**config.mk**
```make
export PLATFORM = sky130hd
export DESIGN_NAME = stream_packet_demux
export DESIGN_NICKNAME = d
export VERILOG_FILES = /design/src/rtl/stream_pkg.sv /design/src/rtl/chunk_byte_assembler.sv /design/src/rtl/stream_packet_demux.sv
export SDC_FILE = /design/constraint.sdc
export NUM_CORES = 1
export LEC_CHECK = 0
export ABC_AREA = 1
export BUFFER_PORTS_ARGS = -buffer_cell sky130_fd_sc_hd__buf_2
export CAP_MARGIN = 5
export CELL_PAD_IN_SITES_DETAIL_PLACEMENT = 1
export CELL_PAD_IN_SITES_GLOBAL_PLACEMENT = 2
export CORE_MARGIN = 1.5
export CORE_UTILIZATION = 33
export CTS_BUF_LIST = sky130_fd_sc_hd__clkbuf_4
export CTS_CLUSTER_SIZE = 28
export DETAILED_ROUTE_END_ITERATION = 8
export PLACE_DENSITY_LB_ADDON = 0.1
export SYNTH_ARGS = -nofsm -noshare
export SYNTH_HDL_FRONTEND = slang
export SYNTH_SLANG_ARGS = --single-unit
export TNS_END_PERCENT = 100
```
**constraint.sdc**
```tcl
create_clock -name clk -period 1.7 [get_ports clk]
set_input_delay 0 -clock clk [delete_from_list [all_inputs] [get_ports clk]]
set_output_delay 0 -clock clk [all_outputs]
set_load 0.005 [all_outputs]
```
**src/rtl/stream_pkg.sv**
```systemverilog
// Shared definitions for the stream receive path.
// Holds the packet demux FSM state encoding, the tag width and the tag
// values that select the pixel (frame buffer) and audio payload channels.
// The frame and audio writers import the same tag constants.
package stream_pkg;

  typedef enum logic [2:0] {
    Idle,
    RecvTag,
    RecvAddr,
    RecvData,
    Drop
  } state_t;

  localparam int TAG_W = 8;

  localparam logic [TAG_W-1:0] TAG_PIXEL = 8'd0;
  localparam logic [TAG_W-1:0] TAG_AUDIO = 8'd1;

  // Index width for n items, never narrower than one bit.
  function automatic int widthMin1(input int n);
    return (n > 1) ? $clog2(n) : 1;
  endfunction

endpackage

```
**src/rtl/chunk_byte_assembler.sv**
```systemverilog
// Collects IN_W-bit chunks (MSB-first) into bytes.
// Ports:
//   clk, rst     clock and synchronous active-high reset
//   axiiv_i      chunk valid; low clears the chunk counter
//   axiid_i      input chunk
//   byteValid_o  the chunk accepted this cycle completes a byte
//   byte_o       the byte completed this cycle (valid with byteValid_o)
//   partial_o    some chunks of an unfinished byte are held
module chunk_byte_assembler
  import stream_pkg::*;
#(
  parameter int IN_W = 2
) (
  input  logic            clk,
  input  logic            rst,
  input  logic            axiiv_i,
  input  logic [IN_W-1:0] axiid_i,
  output logic            byteValid_o,
  output logic [7:0]      byte_o,
  output logic            partial_o
);

  localparam int CPB   = 8 / IN_W;
  localparam int CNT_W = widthMin1(CPB);

  logic [CNT_W-1:0] cnt_q, cnt_d;
  logic             lastChunk;

  assign lastChunk   = axiiv_i && (cnt_q == CNT_W'(CPB - 1));
  assign byteValid_o = lastChunk;
  assign partial_o   = (cnt_q != '0);

  // Chunk position within the current byte; restarts at every gap in valid.
  always_comb begin
    cnt_d = cnt_q;
    if (!axiiv_i || lastChunk) begin
      cnt_d = '0;
    end else begin
      cnt_d = cnt_q + 1'b1;
    end
  end

  always_ff @(posedge clk) begin
    if (rst) begin
      cnt_q <= '0;
    end else begin
      cnt_q <= cnt_d;
    end
  end

  // Only the older chunks of a byte need storing; the final chunk is
  // combined on the fly so the byte is usable in the cycle it completes.
  if (IN_W == 8) begin : gNoShift
    assign byte_o = axiid_i;
  end else begin : gShift
    localparam int SH_W = 8 - IN_W;
    logic [SH_W-1:0] shreg_q;

    assign byte_o = {shreg_q, axiid_i};

    always_ff @(posedge clk) begin
      if (rst) begin
        shreg_q <= '0;
      end else if (axiiv_i) begin
        shreg_q <= SH_W'({shreg_q, axiid_i});
      end
    end
  end

endmodule

```
**src/rtl/stream_packet_demux.sv**
```systemverilog
// Packet demultiplexer for the narrow RX stream.
// A packet is a tag byte (channel select), an ADDR_W-bit start address and
// payload bytes, all MSB-first. One address beat is emitted per packet and
// one data beat per payload byte, carrying channel and running address.
// Ports:
//   clk, rst              clock and synchronous active-high reset
//   axiiv, axiid          input stream (valid held for the whole packet)
//   addr_axiov, addr      start address pulse / value
//   data_axiov, data      payload byte pulse / value
//   data_ch, data_addr    channel and address of the payload byte
//   pkt_done, pkt_err     end-of-packet status pulses
module stream_packet_demux
  import stream_pkg::*;
#(
  parameter int IN_W   = 2,
  parameter int ADDR_W = 24,
  parameter int NUM_CH = 2,
  parameter int CH_W   = widthMin1(NUM_CH)
) (
  input  logic              clk,
  input  logic              rst,
  input  logic              axiiv,
  input  logic [IN_W-1:0]   axiid,
  output logic              addr_axiov,
  output logic [ADDR_W-1:0] addr,
  output logic              data_axiov,
  output logic [7:0]        data,
  output logic [CH_W-1:0]   data_ch,
  output logic [ADDR_W-1:0] data_addr,
  output logic              pkt_done,
  output logic              pkt_err
);

  localparam int ADDR_BYTES = ADDR_W / 8;
  localparam int AB_W       = widthMin1(ADDR_BYTES);

  state_t            state_q, state_d;
  logic [CH_W-1:0]   ch_q, ch_d;
  logic [AB_W-1:0]   addrCnt_q, addrCnt_d;
  logic [ADDR_W-1:0] dataCnt_q, dataCnt_d;

  logic              addrValid_q, addrValid_d;
  logic [ADDR_W-1:0] addr_q, addr_d;
  logic              dataValid_q, dataValid_d;
  logic [7:0]        data_q, data_d;
  logic [CH_W-1:0]   dataCh_q, dataCh_d;
  logic [ADDR_W-1:0] dataAddr_q, dataAddr_d;
  logic              done_q, done_d;
  logic              err_q, err_d;

  logic              byteValid;
  logic [7:0]        byteVal;
  logic              partial;
  logic              tagOk;
  logic [ADDR_W-1:0] addrFull;

  chunk_byte_assembler #(.IN_W(IN_W)) uAssembler (
    .clk        (clk),
    .rst        (rst),
    .axiiv_i    (axiiv),
    .axiid_i    (axiid),
    .byteValid_o(byteValid),
    .byte_o     (byteVal),
    .partial_o  (partial)
  );

  assign tagOk = 32'(byteVal) < 32'(NUM_CH);

  // The data address counter doubles as the address shift register while
  // the address field is arriving; it is loaded with the full value anyway.
  assign addrFull = ADDR_W'({dataCnt_q, byteVal});

  // Packet FSM and registered output beats.
  always_comb begin
    state_d     = state_q;
    ch_d        = ch_q;
    addrCnt_d   = addrCnt_q;
    dataCnt_d   = dataCnt_q;
    addrValid_d = 1'b0;
    addr_d      = addr_q;
    dataValid_d = 1'b0;
    data_d      = data_q;
    dataCh_d    = dataCh_q;
    dataAddr_d  = dataAddr_q;
    done_d      = 1'b0;
    err_d       = 1'b0;

    if (state_q != Idle && !axiiv) begin
      // Packet end: only a payload phase on a byte boundary is clean.
      state_d   = Idle;
      addrCnt_d = '0;
      if (state_q == RecvData && !partial) begin
        done_d = 1'b1;
      end else begin
        err_d = 1'b1;
      end
    end else begin
      case (state_q)
        // Idle shares the tag decision so a one-chunk tag is handled at once.
        Idle, RecvTag: begin
          if (axiiv) begin
            state_d = RecvTag;
            if (byteValid) begin
              if (tagOk) begin
                ch_d    = CH_W'(byteVal);
                state_d = RecvAddr;
              end else begin
                state_d = Drop;
              end
            end
          end
        end
        RecvAddr: begin
          if (byteValid) begin
            dataCnt_d = addrFull;
            if (addrCnt_q == AB_W'(ADDR_BYTES - 1)) begin
              addrValid_d = 1'b1;
              addr_d      = addrFull;
              addrCnt_d   = '0;
              state_d     = RecvData;
            end else begin
              addrCnt_d = addrCnt_q + 1'b1;
            end
          end
        end
        RecvData: begin
          if (byteValid) begin
            dataValid_d = 1'b1;
            data_d      = byteVal;
            dataCh_d    = ch_q;
            dataAddr_d  = dataCnt_q;
            dataCnt_d   = dataCnt_q + 1'b1;
          end
        end
        Drop: begin
        end
        default: state_d = Idle;
      endcase
    end
  end

  always_ff @(posedge clk) begin
    if (rst) begin
      state_q     <= Idle;
      ch_q        <= '0;
      addrCnt_q   <= '0;
      dataCnt_q   <= '0;
      addrValid_q <= 1'b0;
      addr_q      <= '0;
      dataValid_q <= 1'b0;
      data_q      <= '0;
      dataCh_q    <= '0;
      dataAddr_q  <= '0;
      done_q      <= 1'b0;
      err_q       <= 1'b0;
    end else begin
      state_q     <= state_d;
      ch_q        <= ch_d;
      addrCnt_q   <= addrCnt_d;
      dataCnt_q   <= dataCnt_d;
      addrValid_q <= addrValid_d;
      addr_q      <= addr_d;
      dataValid_q <= dataValid_d;
      data_q      <= data_d;
      dataCh_q    <= dataCh_d;
      dataAddr_q  <= dataAddr_d;
      done_q      <= done_d;
      err_q       <= err_d;
    end
  end

  assign addr_axiov = addrValid_q;
  assign addr       = addr_q;
  assign data_axiov = dataValid_q;
  assign data       = data_q;
  assign data_ch    = dataCh_q;
  assign data_addr  = dataAddr_q;
  assign pkt_done   = done_q;
  assign pkt_err    = err_q;

endmodule

```
==> flow_metrics.py <==
metrics = {
    "sta": {
        "drv_slew": 0,
        "fin_crit_sh_pct": 92.0,
        "max_freq_ghz": 0.639,
        "hold_violations": 0,
        "setup_viol_count_final": 0,
        "rsz0062_at_grt": "no",
        "clock_skew_ns": 0.0150,
        "relSlewSlack_pct": 74.3,
        "setup_tns_ns": 0,
        "worst_slew_pin_slew_ns": 0.385,
        "layout_min_cycle_time_ns": 1.56,
    },
    "routing": {
        "dr.pass1.iters": 4,
        "vias": 4023,
        "wl_mm": 13.1,
        "via_per_inst": 4.89,
        "dr.first_iter.drc_count": 137,
        "routedWlPerCell_microns": 15.9,
        "drc_errors": 0,
        "ant_nets": 0,
    },
    "setup_path": {
        "arrival_ns": 1.99,
        "path_cells": "ha_1 -> nand2_2 -> inv_2 -> nand2_8 -> buf_4 -> a21oi_1 -> nand2_1 -> a21oi_1",
        "reg2reg_from": "uAssembler.cnt_q[0]$_SDFF_PP0_",
        "crit_path_start_kind": "register",
        "criticalPathCategory": "register to register",
        "crit_required_ns": 2.12,
        "critPathCapture": "dataCnt_q[19]$_SDFFE_PP0P_",
        "r2r_slack_ns": 0.14,
        "critPathMaxStageDelay_ns": 0.38,
        "cp_slowest_cell": "dfxtp_2",
        "cp-end-kind": "register",
        "r2r-end": "dataCnt_q[19]$_SDFFE_PP0P_",
        "ff2ff_path_depth": 8,
        "startpoint": "uAssembler.cnt_q[0]$_SDFF_PP0_",
        "crit_fanout": 28,
        "crit_top_cell": "a21oi_1",
    },
    "die": {
        "initial_core_util_pct": 33.9,
        "die_h_microns": 117,
        "dieWidth_microns": 117,
        "io_pins": 66,
        "core_area_sq_um": 12700,
        "die_area_sq_um": 13700,
        "core.rowCount": 41,
    },
    "run": {
        "max_cap_violations": 0,
    },
    "global_route": {
        "grt_overflow": 0,
        "grt-busiest-layer": "met2",
        "grtUsageMet1_pct": 28.0,
        "antenna_found_initial": 0,
        "grt_pass1_vias": 4057,
        "grt_util_met2_pct": 33.3,
        "grtUsageTotal_pct": 20.7,
        "globalRouteMet3Util_pct": 2.78,
        "grt_pass1_wl_mm": 21.4,
        "grt_max_degree": 47,
    },
    "placement": {
        "dp_hpwl_mm": 9.64,
        "place_congestion": 0.819,
        "io_buffers": 65,
        "dp_cells": 803,
    },
    "cts": {
        "clock_path_buffers": 2,
        "h-tree-depth": 3,
        "cts_tree": "done",
        "cts-buffers-inserted": 9,
        "clockRootBuffer": "clkbuf_4",
        "clock-sinks": 99,
        "clock_latency_ns": 0.49,
        "cts.reportedPaths.clkPinSlew_ns": 0.16,
    },
    "power": {
        "powerDensity_nw_per_um2": 779,
        "leakage_nw": 1.99,
        "vdd_drop_max_mv": 0.332,
    },
    "synth": {
        "synth_area_per_cell_sq_um": 7.45,
        "syn_area_sq_um": 4290,
        "synthesis.nets": 584,
        "ys_seq_area_share_pct": 46.2,
        "ys_seq_elements": 99,
        "syn_inst": 576,
        "ys_warn_count": 0,
        "ys_types": 25,
    },
    "cells_and_area": {
        "multi_input_area_sq_um": 1940,
        "area_delta_synth_final_pct": 18.9,
        "nets": 655,
        "final_cells": 823,
        "seqCellArea_sq_um": 1980,
        "drive_gt1_share_pct": 19.4,
        "insertedDiodeCount": 0,
        "num-fill-cells": 1648,
    },
    "hold_path": {
        "hold_path.class": "input port to register",
    },
    "status": {
        "status": "finished clean",
    },
}
## how the worst min path moves through the flow
stage	startpoint	end	slack (ns)	cells after the start
5_1_grt	axiid[1]	dataCnt_q[1]$_SDFFE_PP0P_	0.34	4
3_3_place_gp	axiid[1]	dataCnt_q[1]$_SDFFE_PP0P_	0.31	3
6_report	axiid[1]	dataCnt_q[1]$_SDFFE_PP0P_	0.34	4
4_1_cts	axiid[1]	dataCnt_q[1]$_SDFFE_PP0P_	0.32	4
3_5_place_dp	axiid[1]	dataCnt_q[1]$_SDFFE_PP0P_	0.30	3
2_1_floorplan	axiid[1]	dataCnt_q[1]$_SDFFE_PP0P_	0.16	2
## routing by layer
layer,up-vias,wire length [microns],share of wire (%)
li1,2048,-,-
met1,1889,6380,49
met5,-,0,0
met2,70,6000,46
met4,0,294,2.2
met3,16,394,3.0
## worst max-delay path: cells and delay by family, from the launching register on
kind,cells,cell delay (ns)
buffers and inverters,2,0.34
and+or+nand+nor,3,0.34
DFF,1,0.38
AOI/OAI and AO/OA,2,0.26
adders and majority gates,1,0.18
## flip-flops by register name, summed over array words and instances (netlist names), 2 cells and up
register,count
addrCnt_q,2
dataCnt_q,24
addr,24
state_q,3
data,8
uAssembler.cnt_q,2
uAssembler.gShift.shreg_q,6
data_addr,24
## layout by cell type (no fill, tap or decap), drive strengths merged
cell type,Yosys,final
ha,3,3
o211a,1,1
xor2,6,6
nand3,31,31
dlygate4sd3,0,4
clkinvlp,0,3
nand2,100,100
inv,61,60
nor2,58,58
clkbuf,14,10
o21ai,66,66
a21oi,90,90
clkinv,0,1
dfxtp,99,99
bufinv,0,2
buf,17,87
a31oi,1,1
a211oi,24,24
nor3,3,3
nand4,2,2
## cell usage after synthesis (all sizes together)
cell type / instances / share of area, %
xor2: 6 / 1.2
nor2: 58 / 6.3
o211a: 1 / 0.23
o21ai: 66 / 7.7
clkbuf: 14 / 1.2
inv: 61 / 5.3
a21oi: 90 / 11
a31oi: 1 / 0.15
a211oi: 24 / 4.2
dfxtp: 99 / 46
nand2: 100 / 9.2
nor3: 3 / 0.47
nand4: 2 / 0.29
nand3: 31 / 3.6
ha: 3 / 0.87
buf: 17 / 2.4
## through the flow
step | area, sq um | hold WS (ns) | total power [mW] | setup slack [ns] | util, %
after CTS | 5060 | 0.317 | 4.02 | 0.0573 | 40.0
after global routing | 5100 | 0.342 | 4.14 | 0.00280 | 40.2
after global placement | 4870 | 0.314 | 2.59 | 0.152 | 38.4
final | 5100 | 0.342 | 3.97 | 0.136 | 40.2
after floorplan | 4290 | 0.163 | 2.52 | 0.352 | -
after detailed placement | 4870 | 0.304 | 2.59 | 0.110 | 38.4
## kinds of logic after synthesis
family          share of synthesized area [%]
compound gates                           22.9
flops                                    46.2
xor+xnor                                 1.22
buf+inv                                  8.95
simple gates                             19.9
fa+ha+maj                               0.875
## cell type report
type                       count  area share [%]
inverter                      61            4.56
tap                          172            4.22
sequential                    99            38.9
clock buffer                  10            1.47
multi-input combinational    385            38.1
timing repair buffer          91            11.2
clock inverter                 5            1.55
## what timing repair did
item | in CTS | in global routing
resized for setup | 0 | 9
endpoints found under the setup margin | 0 | 23
endpoints found under the hold margin | 36 | 0
setup buffers | 0 | 1
hold buffers | 4 | 0
## power by group
part / switching [mW] / internal [mW] / leakage (nW) / total (mW)
clock: 0.818 / 0.600 / 0.0761 / 1.42
sequential: 0.0138 / 2.34 / 0.800 / 2.35
combinational: 0.137 / 0.0618 / 1.11 / 0.199
total: 0.970 / 3.00 / 1.99 / 3.97
Note: power is estimated with default switching activity, not from simulation.
